--- src/rtl/bcd_pkg.sv ---
`default_nettype none
// ============================================================================
// Module      : bcd_pkg
// Description : Shared types and constants for the serial BCD add/sub unit.
// Revision    : 1.0  initial release
// ============================================================================
package bcd_pkg;

    typedef logic [3:0] digit_t;

    localparam digit_t BCD_NINE = 4'd9;
    localparam digit_t BCD_SIX  = 4'd6;

    typedef enum logic [1:0] {
        IDLE = 2'd0,
        RUN  = 2'd1,
        FIX  = 2'd2,
        DONE = 2'd3
    } state_t;

endpackage : bcd_pkg
`default_nettype wire

--- src/rtl/bcd_digit_cell.sv ---
`default_nettype none
// ============================================================================
// Module      : bcd_digit_cell
// Description : One-digit BCD adder with carry-in, optional nine's complement
//               of y and +6 decimal correction (combinational).
// Revision    : 1.0  initial release
// ============================================================================
module bcd_digit_cell
    import bcd_pkg::*;
(
    input  logic [3:0] x,
    input  logic [3:0] y,
    input  logic       comp,
    input  logic       cin,
    output logic [3:0] digit,
    output logic       cout
);

    digit_t     w_y;
    logic [4:0] w_sum;

    always_comb begin
        w_y   = comp ? digit_t'(BCD_NINE - y) : y;
        w_sum = 5'(x) + 5'(w_y) + 5'(cin);
        if (w_sum > 5'(BCD_NINE)) begin
            digit = 4'(w_sum + 5'(BCD_SIX));
            cout  = 1'b1;
        end else begin
            digit = w_sum[3:0];
            cout  = 1'b0;
        end
    end

endmodule : bcd_digit_cell
`default_nettype wire

--- src/rtl/bcd_addsub_serial.sv ---
`default_nettype none
// ============================================================================
// Module      : bcd_addsub_serial
// Description : Digit-serial packed-BCD adder/subtractor, LSD first, with a
//               ten's-complement pass for negative differences.
// Revision    : 1.0  initial release
// ============================================================================
module bcd_addsub_serial
    import bcd_pkg::*;
#(
    parameter int NDIG = 4
) (
    input  logic              clk,
    input  logic              rst_n,
    input  logic              start,
    input  logic              sub,
    input  logic [4*NDIG-1:0] a,
    input  logic [4*NDIG-1:0] b,
    output logic [4*NDIG-1:0] result,
    output logic              cout,
    output logic              neg,
    output logic              err,
    output logic              busy,
    output logic              done
);

    localparam int             IW     = (NDIG > 1) ? $clog2(NDIG) : 1;
    localparam logic [IW-1:0]  c_last = IW'(NDIG - 1);

    state_t                  r_state, w_next;
    logic [NDIG-1:0][3:0]    r_a, r_b, r_result;
    logic                    r_sub, r_carry, r_cout, r_neg, r_err;
    logic [IW-1:0]           r_idx;

    logic                    w_in_err;
    logic [3:0]              w_x, w_y, w_digit;
    logic                    w_comp, w_cout;

    always_comb begin
        w_in_err = 1'b0;
        for (int i = 0; i < NDIG; i++) begin
            if (a[4*i +: 4] > BCD_NINE || b[4*i +: 4] > BCD_NINE) begin
                w_in_err = 1'b1;
            end
        end
    end

    // FIX reuses the cell as 0 + (9 - r) + carry, i.e. ten's complement.
    always_comb begin
        w_x    = r_a[r_idx];
        w_y    = r_b[r_idx];
        w_comp = r_sub;
        if (r_state == FIX) begin
            w_x    = '0;
            w_y    = r_result[r_idx];
            w_comp = 1'b1;
        end
    end

    bcd_digit_cell u_cell (
        .x     (w_x),
        .y     (w_y),
        .comp  (w_comp),
        .cin   (r_carry),
        .digit (w_digit),
        .cout  (w_cout)
    );

    always_ff @(posedge clk or negedge rst_n) begin
        if (!rst_n) begin
            r_state <= IDLE;
        end else begin
            r_state <= w_next;
        end
    end

    always_comb begin
        w_next = r_state;
        case (r_state)
            IDLE:    if (start) w_next = RUN;
            RUN:     if (r_idx == c_last) w_next = (r_sub && !w_cout) ? FIX : DONE;
            FIX:     if (r_idx == c_last) w_next = DONE;
            DONE:    w_next = IDLE;
            default: w_next = IDLE;
        endcase
    end

    always_ff @(posedge clk or negedge rst_n) begin
        if (!rst_n) begin
            r_a      <= '0;
            r_b      <= '0;
            r_result <= '0;
            r_sub    <= 1'b0;
            r_carry  <= 1'b0;
            r_cout   <= 1'b0;
            r_neg    <= 1'b0;
            r_err    <= 1'b0;
            r_idx    <= '0;
        end else begin
            case (r_state)
                IDLE: if (start) begin
                    r_a      <= a;
                    r_b      <= b;
                    r_sub    <= sub;
                    r_carry  <= sub;
                    r_err    <= w_in_err;
                    r_idx    <= '0;
                    r_result <= '0;
                    r_cout   <= 1'b0;
                    r_neg    <= 1'b0;
                end
                RUN: begin
                    r_result[r_idx] <= w_digit;
                    r_carry         <= w_cout;
                    r_idx           <= r_idx + 1'b1;
                    if (r_idx == c_last) begin
                        r_idx <= '0;
                        if (!r_sub) begin
                            r_cout <= w_cout & ~r_err;
                        end else if (!w_cout) begin
                            // No end-around carry: difference is negative.
                            r_neg   <= 1'b1;
                            r_carry <= 1'b1;
                        end
                        if (r_err && !(r_sub && !w_cout)) begin
                            r_result <= '0;
                        end
                    end
                end
                FIX: begin
                    r_result[r_idx] <= w_digit;
                    r_carry         <= w_cout;
                    r_idx           <= r_idx + 1'b1;
                    if (r_idx == c_last) begin
                        r_idx <= '0;
                        if (r_err) begin
                            r_result <= '0;
                            r_neg    <= 1'b0;
                        end
                    end
                end
                default: ;
            endcase
        end
    end

    assign result = r_result;
    assign cout   = r_cout;
    assign neg    = r_neg;
    assign err    = r_err;
    assign busy   = (r_state != IDLE);
    assign done   = (r_state == DONE);

endmodule : bcd_addsub_serial
`default_nettype wire

--- config.mk ---
export PLATFORM = sky130hd
export DESIGN_NAME = bcd_addsub_serial
export DESIGN_NICKNAME = d
export VERILOG_FILES = /design/src/rtl/bcd_pkg.sv /design/src/rtl/bcd_digit_cell.sv /design/src/rtl/bcd_addsub_serial.sv
export SDC_FILE = /design/constraint.sdc
export NUM_CORES = 1
export LEC_CHECK = 0
export ABC_AREA = 1
export CAP_MARGIN = 20
export CORE_ASPECT_RATIO = 0.8
export CORE_MARGIN = 5
export CORE_UTILIZATION = 54
export DETAILED_ROUTE_END_ITERATION = 8
export HOLD_SLACK_MARGIN = 0.05
export PLACE_DENSITY_LB_ADDON = 0.12
export SLEW_MARGIN = 20
export SYNTH_ARGS = -nofsm -noshare
export SYNTH_HDL_FRONTEND = slang
export SYNTH_SLANG_ARGS = --single-unit
--- constraint.sdc ---
create_clock -name clk -period 4 [get_ports clk]
set_input_delay 0.4 -clock clk [delete_from_list [all_inputs] [get_ports clk]]
set_output_delay 0.4 -clock clk [all_outputs]
set_load 0.05 [all_outputs]
Word-level counts from Yosys, hierarchy flattened --
Cells that the tools add are included.
Word-level totals: flip-flop bits (word level) 57, input bits 36, output and inout port bits 21
Operators by class: $add $sub $neg 5, order comparisons 11, equality and inequality tests 11, multiplexer cells 47, bitwise gates (word level) 2, reductions and logical operators 21
Operator list (number):
- two-way mux 16 bit | 5
- case mux 16 bit (3 select lines) | 1
- > comparator 4 bit (second input constant) | 8
- two-way mux 4 bit | 8
- binary-select mux 4 bit (select 2 bit) | 3
- two-way mux 1 bit | 18
- bitwise mux 16 bit | 1
- != test 2 bit (second input constant) | 6
- two-way mux 2 bit | 5
- demux 4 bit (select 2 bit) | 1
- case mux 2 bit (4 select lines) | 1
- AND reduction 7 bit | 1
- == test 2 bit (second input constant) | 3
- case mux 1 bit (3 select lines) | 2
- AND reduction 2 bit | 3
- nonzero test 2 bit | 3
- adder 4 x 4 -> 5 bit | 1
- adder 5 x 1 -> 5 bit | 1
- > comparator 5 x 4 -> 1 bit (second input constant) | 1
- adder 4 x 3 -> 4 bit (second input constant) | 1
- logical OR 1 bit | 4
- case mux 2 bit (2 select lines) | 1
- AND reduction 4 bit | 1
- subtractor 4 bit (first input constant) | 1
- 14 further kinds | 17

Longest topological paths before layout --
word-level depth 16, depth in mapped cells 27

Hierarchy --
From an unflattened synthesis, not the netlist that was laid out.
Unflattened totals: cell total of the unflattened synthesis 529, area total of the unflattened synthesis 3572.2 µm²
By module, submodules not included:
- bcd_addsub_serial | times used 1, cells an instance 469, area an instance 3215.6 µm²
- bcd_digit_cell | times used 1, cells an instance 60, area an instance 356.6 µm²

Worst setup path before layout --
OpenSTA, ideal clock, no wires.
kind register to register, start point reg r_result, in the netlist result[9], end point reg r_result, in the netlist result[1], data arrival time 3.047 ns, data required time 3.882 ns, setup slack 0.835 ns, stages on the path, launching flop included 24, buffers on the path 1, clock period less this slack 3.165 ns, cells stage by stage dfrtp_1 -> o21ai_0 -> o22ai_1 -> inv_1 -> o21ai_1 -> inv_1 -> ha_1 -> nand2_1 -> o21ai_1 -> ha_1 -> inv_1 -> nand2_1 -> nand2_1 -> inv_1 -> ha_1 -> nand2_1 -> nand2_1 -> inv_1 -> nand2_2 -> nand3_2 -> buf_6 -> a21oi_2 -> nand2_1 -> nand2_1
On the way: word-level cells in the longest chain between the ends 16, elaborated cells between the ends (all ways) 21
RTL lines:
- start: declaration | RTL line bcd_addsub_serial.sv:31 | logic [NDIG-1:0][3:0] r_a, r_b, r_result;
- start signal: indexed assignment | RTL line bcd_addsub_serial.sv:113 | r_result[r_idx] <= w_digit;
- start signal: indexed assignment | RTL line bcd_addsub_serial.sv:131 | r_result[r_idx] <= w_digit;
- binary-select mux 4 bit (select 2 bit) (*) | RTL line bcd_addsub_serial.sv:55 | w_y = r_result[r_idx];
- two-way mux 4 bit (implied by the code) (*) | RTL line bcd_addsub_serial.sv:55
- two-way mux 4 bit (*) | RTL line bcd_addsub_serial.sv:53 | if (r_state == FIX) begin
- subtractor 4 bit | RTL line bcd_digit_cell.sv:23 | w_y = comp ? digit_t'(BCD_NINE - y) : y;
- two-way mux 4 bit (*) | RTL line bcd_digit_cell.sv:23
- adder 4 x 4 -> 5 bit (*) | RTL line bcd_digit_cell.sv:24 | w_sum = 5'(x) + 5'(w_y) + 5'(cin);
- adder 5 x 1 -> 5 bit (*) | RTL line bcd_digit_cell.sv:24
- > comparator 5 x 4 -> 1 bit | RTL line bcd_digit_cell.sv:25 | if (w_sum > 5'(BCD_NINE)) begin
- two-way mux 1 bit | RTL line bcd_digit_cell.sv:25
- logical NOT 1 bit | RTL line bcd_addsub_serial.sv:125 | if (r_err && !(r_sub && !w_cout)) begin
- logical AND 1 bit | RTL line bcd_addsub_serial.sv:125
- logical NOT 1 bit | RTL line bcd_addsub_serial.sv:125
- logical AND 1 bit | RTL line bcd_addsub_serial.sv:125
- two-way mux 16 bit | RTL line bcd_addsub_serial.sv:125
- two-way mux 16 bit | RTL line bcd_addsub_serial.sv:116 | if (r_idx == c_last) begin
- case mux 16 bit (3 select lines) (*) | RTL line bcd_addsub_serial.sv:100 | case (r_state)
Every way passes the cells marked *; elsewhere a longest branch is shown, timed or not. The select of a mux whose other input is x is not followed. A chain may end at the register's enable or synchronous reset.

Worst setup path in the final report --
start point reg r_idx[0], end point reg r_result, in the netlist result[15]
On the way: word-level cells in the longest chain between the ends 16, elaborated cells between the ends (all ways) 32
RTL lines:
- start: declaration | RTL line bcd_addsub_serial.sv:33 | logic [IW-1:0] r_idx;
- start signal: assignment | RTL line bcd_addsub_serial.sv:115 | r_idx <= r_idx + 1'b1;
- start signal: assignment | RTL line bcd_addsub_serial.sv:133 | r_idx <= r_idx + 1'b1;
- binary-select mux 4 bit (select 2 bit), on equally long branches | RTL line bcd_addsub_serial.sv:51, bcd_addsub_serial.sv:55
- two-way mux 4 bit, on equally long branches | RTL line bcd_addsub_serial.sv:51, bcd_addsub_serial.sv:55
- two-way mux 4 bit | RTL line bcd_addsub_serial.sv:53
- subtractor 4 bit | RTL line bcd_digit_cell.sv:23
- two-way mux 4 bit | RTL line bcd_digit_cell.sv:23
- adder 4 x 4 -> 5 bit | RTL line bcd_digit_cell.sv:24
- adder 5 x 1 -> 5 bit | RTL line bcd_digit_cell.sv:24
- > comparator 5 x 4 -> 1 bit | RTL line bcd_digit_cell.sv:25
- two-way mux 1 bit | RTL line bcd_digit_cell.sv:25
- logical NOT 1 bit | RTL line bcd_addsub_serial.sv:125
- logical AND 1 bit | RTL line bcd_addsub_serial.sv:125
- logical NOT 1 bit | RTL line bcd_addsub_serial.sv:125
- logical AND 1 bit | RTL line bcd_addsub_serial.sv:125
- two-way mux 16 bit | RTL line bcd_addsub_serial.sv:125
- two-way mux 16 bit | RTL line bcd_addsub_serial.sv:116
- case mux 16 bit (3 select lines) (*) | RTL line bcd_addsub_serial.sv:100
Marks and branches as above.

==> out/summary.txt <==
Highest Clock Rate = 0.279 GHz
final estimated routing congestion in global placement = 0.871
mux contribution to synthesized area = 6.87%
clock slew at the register clock pins of the worst setup and hold paths = 0.06 ns
top fanout value on the critical path = 18
start of the worst register-to-register path = r_idx[0]
antenna cells = 0
setup repair after global routing missed its margin = false
Tmin final = 3.59 ns
slack of the worst reg-to-reg path = 0.41 ns
highest-count cells in the layout ignoring fill and taps = nand2_1, dfrtp_1, clkdlybuf4s50_1
total clock buffers created by CTS = 9
max capacitance violation total = 0
All-Layer GR Usage = 21.9%
dominant cell type by count on the critical path = nand2_1
portion of the clock cycle consumed by the worst path in the final layout = 89.8%
remaining antenna violation count after routing = 0
nets in the synthesized netlist = 483
Netlist cell types = 32
simple-gate portion of the synthesized area = 20.7%
Worst setup SP type = flip-flop
critical register-to-register path endpoint = result[15]
commonest non-fill, non-tap cell in the layout = nand2_1
Netlist Area Pre-Place = 0.00344 mm^2
via count normalized by instance count = 5.32
vias in the first global route = 2,980
TritonCTS clock tree = built
final core occ = 68.2%
input/output buffers = 56
CP required = 4.22 ns
die width = 99.2 um
core area = 0.00628 mm^2
Post-Route Setup TNS = 0 ns
slowest stage cell, crit path = dfrtp_1
worst hold slack after final layout = 0.200 ns
maximum buffer depth of the clock tree = 2
final setup violation count = 0
result of the run = completed
die area = 0.00808 mm^2
worst-margin pin slew = 0.956 ns
data arrival time of the critical path = 3.81 ns
total number of yosys warnings = 0
DR pass1 iterations = 4
category of the critical setup timing path = reg -> reg
total congestion overflow = 0
depth of the worst register-to-register path = 26
post-DP HPWL = 6180 um
count of H-tree levels built during CTS = 3
post-synthesis compound-gate area fraction = 17.4%
remaining design rule violation count = 0
share of final-layout standard cells stronger than drive strength 1 = 14.6%
clock latency at the later pin of the worst-skew pair = 0.34 ns
share of synthesized cell area in full adder, half adder and majority cells = 5.89%
count of endpoints failing hold in the final timing report = 0
Area Growth Syn to Fin = 24.4%
Syn Inst Count = 432
Hold/Removal Path Class = in -> async
largest net degree at the start of global routing = 58
post-DR wirelength/cell = 14.3 um
effective utilization at floorplan = 54.8%
total length of routed wires = 8280 um
relative slew slack = 36.1%
via total after detailed routing = 3,077
clk_skew = 0.00890 ns
count of routing violations after the opening detailed-route iteration = 148
nets = 540
vertical extent of the die = 81.4 um
num rows = 26
xor-xnor portion of the synthesized cell area = 0.255%
Sink Count = 57
number of register bits inferred by synthesis = 57
dominant combinational cell family by area after synthesis = simple AND/OR/NAND/NOR gates
Slew Limit Fails = 0
worst stage delay on the critical path = 0.44 ns
type of element capturing the critical path = flip-flop
global-route wire length before repair = 14,000 um
Root Buffer = clkbuf_8
sequential fraction of the synthesis area = 41.5%
Boundary Pins = 57
antenna violations before repair = 0
Post-Syn Area per Cell = 7.96 um^2
## per-stage QoR
step / instance area (um^2) / instances / setup WS [ns]
3_5_place_dp: 4070 / 562 / 0.314
2_1_floorplan: 3440 / 432 / 0.835
3_3_place_gp: 4070 / 562 / 0.441
4_1_cts: 4270 / 578 / 0.294
5_1_grt: 4280 / 578 / 0.0103
6_report: 4280 / 578 / 0.410
## synth_stat cells, drive strengths merged
cell	n	share of area (%)
nand2	101	11
o21ai	60	8.8
dfrtp	57	41
inv	44	4.8
nor2	37	4.5
a21oi	36	6.5
nand3	29	4.4
mux2	21	6.9
buf	13	2.1
ha	13	4.7
o22ai	6	1.1
clkbuf	5	0.55
fa	2	1.2
a22oi	1	0.22
a32o	1	0.29
nand4	1	0.18
nor3	1	0.15
nor4	1	0.18
o21a	1	0.22
o21bai	1	0.22
xnor2	1	0.25
## final cells by class
| class | instances | area (um^2) |
|---|---|---|
| clock inverters | 5 | 55.1 |
| flip-flops and latches | 57 | 1430 |
| fillers | 542 | 2000 |
| well taps | 84 | 105 |
| inverters | 44 | 169 |
| repair buffers | 64 | 616 |
| multi-input cells | 313 | 1770 |
| clock buffers | 11 | 141 |
## what timing repair did
item	CTS	global route
resized for setup	0	3
hold buffers	0	0
buffers inserted	0	0
setup endpoints to repair	0	9
## state kept, by name, summed over array words and instances, names as in the netlist
signal / flops
r_a: 16
r_b: 16
result: 16
r_idx: 2
r_state: 2
cout: 1
err: 1
neg: 1
r_carry: 1
r_sub: 1
## critical path: cells and delay by family (launching register included)
family / cells / cell delay [ns]
simple gates: 12 / 0.97
flops: 1 / 0.44
compound gates: 4 / 0.48
buf+inv: 7 / 0.74
fa+ha+maj: 3 / 0.83
## worst max-delay path by stage
stage | from | endpoint | cells after the start
2_1_floorplan | result[9] | result[1] | 23
3_3_place_gp | r_idx[0] | result[13] | 25
3_5_place_dp | r_idx[1] | result[2] | 24
4_1_cts | r_idx[1] | result[13] | 24
5_1_grt | r_idx[0] | result[15] | 26
6_report | r_idx[0] | result[15] | 26
## cells by family (layout without fill, tap and decap cells)
| family | Yosys count | in the layout |
|---|---|---|
| mux | 21 | 21 |
| compound gates | 106 | 106 |
| buf+inv | 62 | 124 |
| flops | 57 | 57 |
| xor+xnor | 1 | 1 |
| fa+ha+maj | 15 | 15 |
| simple gates | 170 | 170 |
## metal layers
metal / vias up / track usage [%] / share of wire (%)
met5: - / 0 / 0
met4: 0 / 5.87 / 0.95
met3: 8 / 4.81 / 5.6
met2: 80 / 34.7 / 45
met1: 1445 / 30.5 / 49
li1: 1544 / - / -
Power is not shown: default switching activity piles up to over one toggle a cycle in this logic, so the estimate is an artifact.
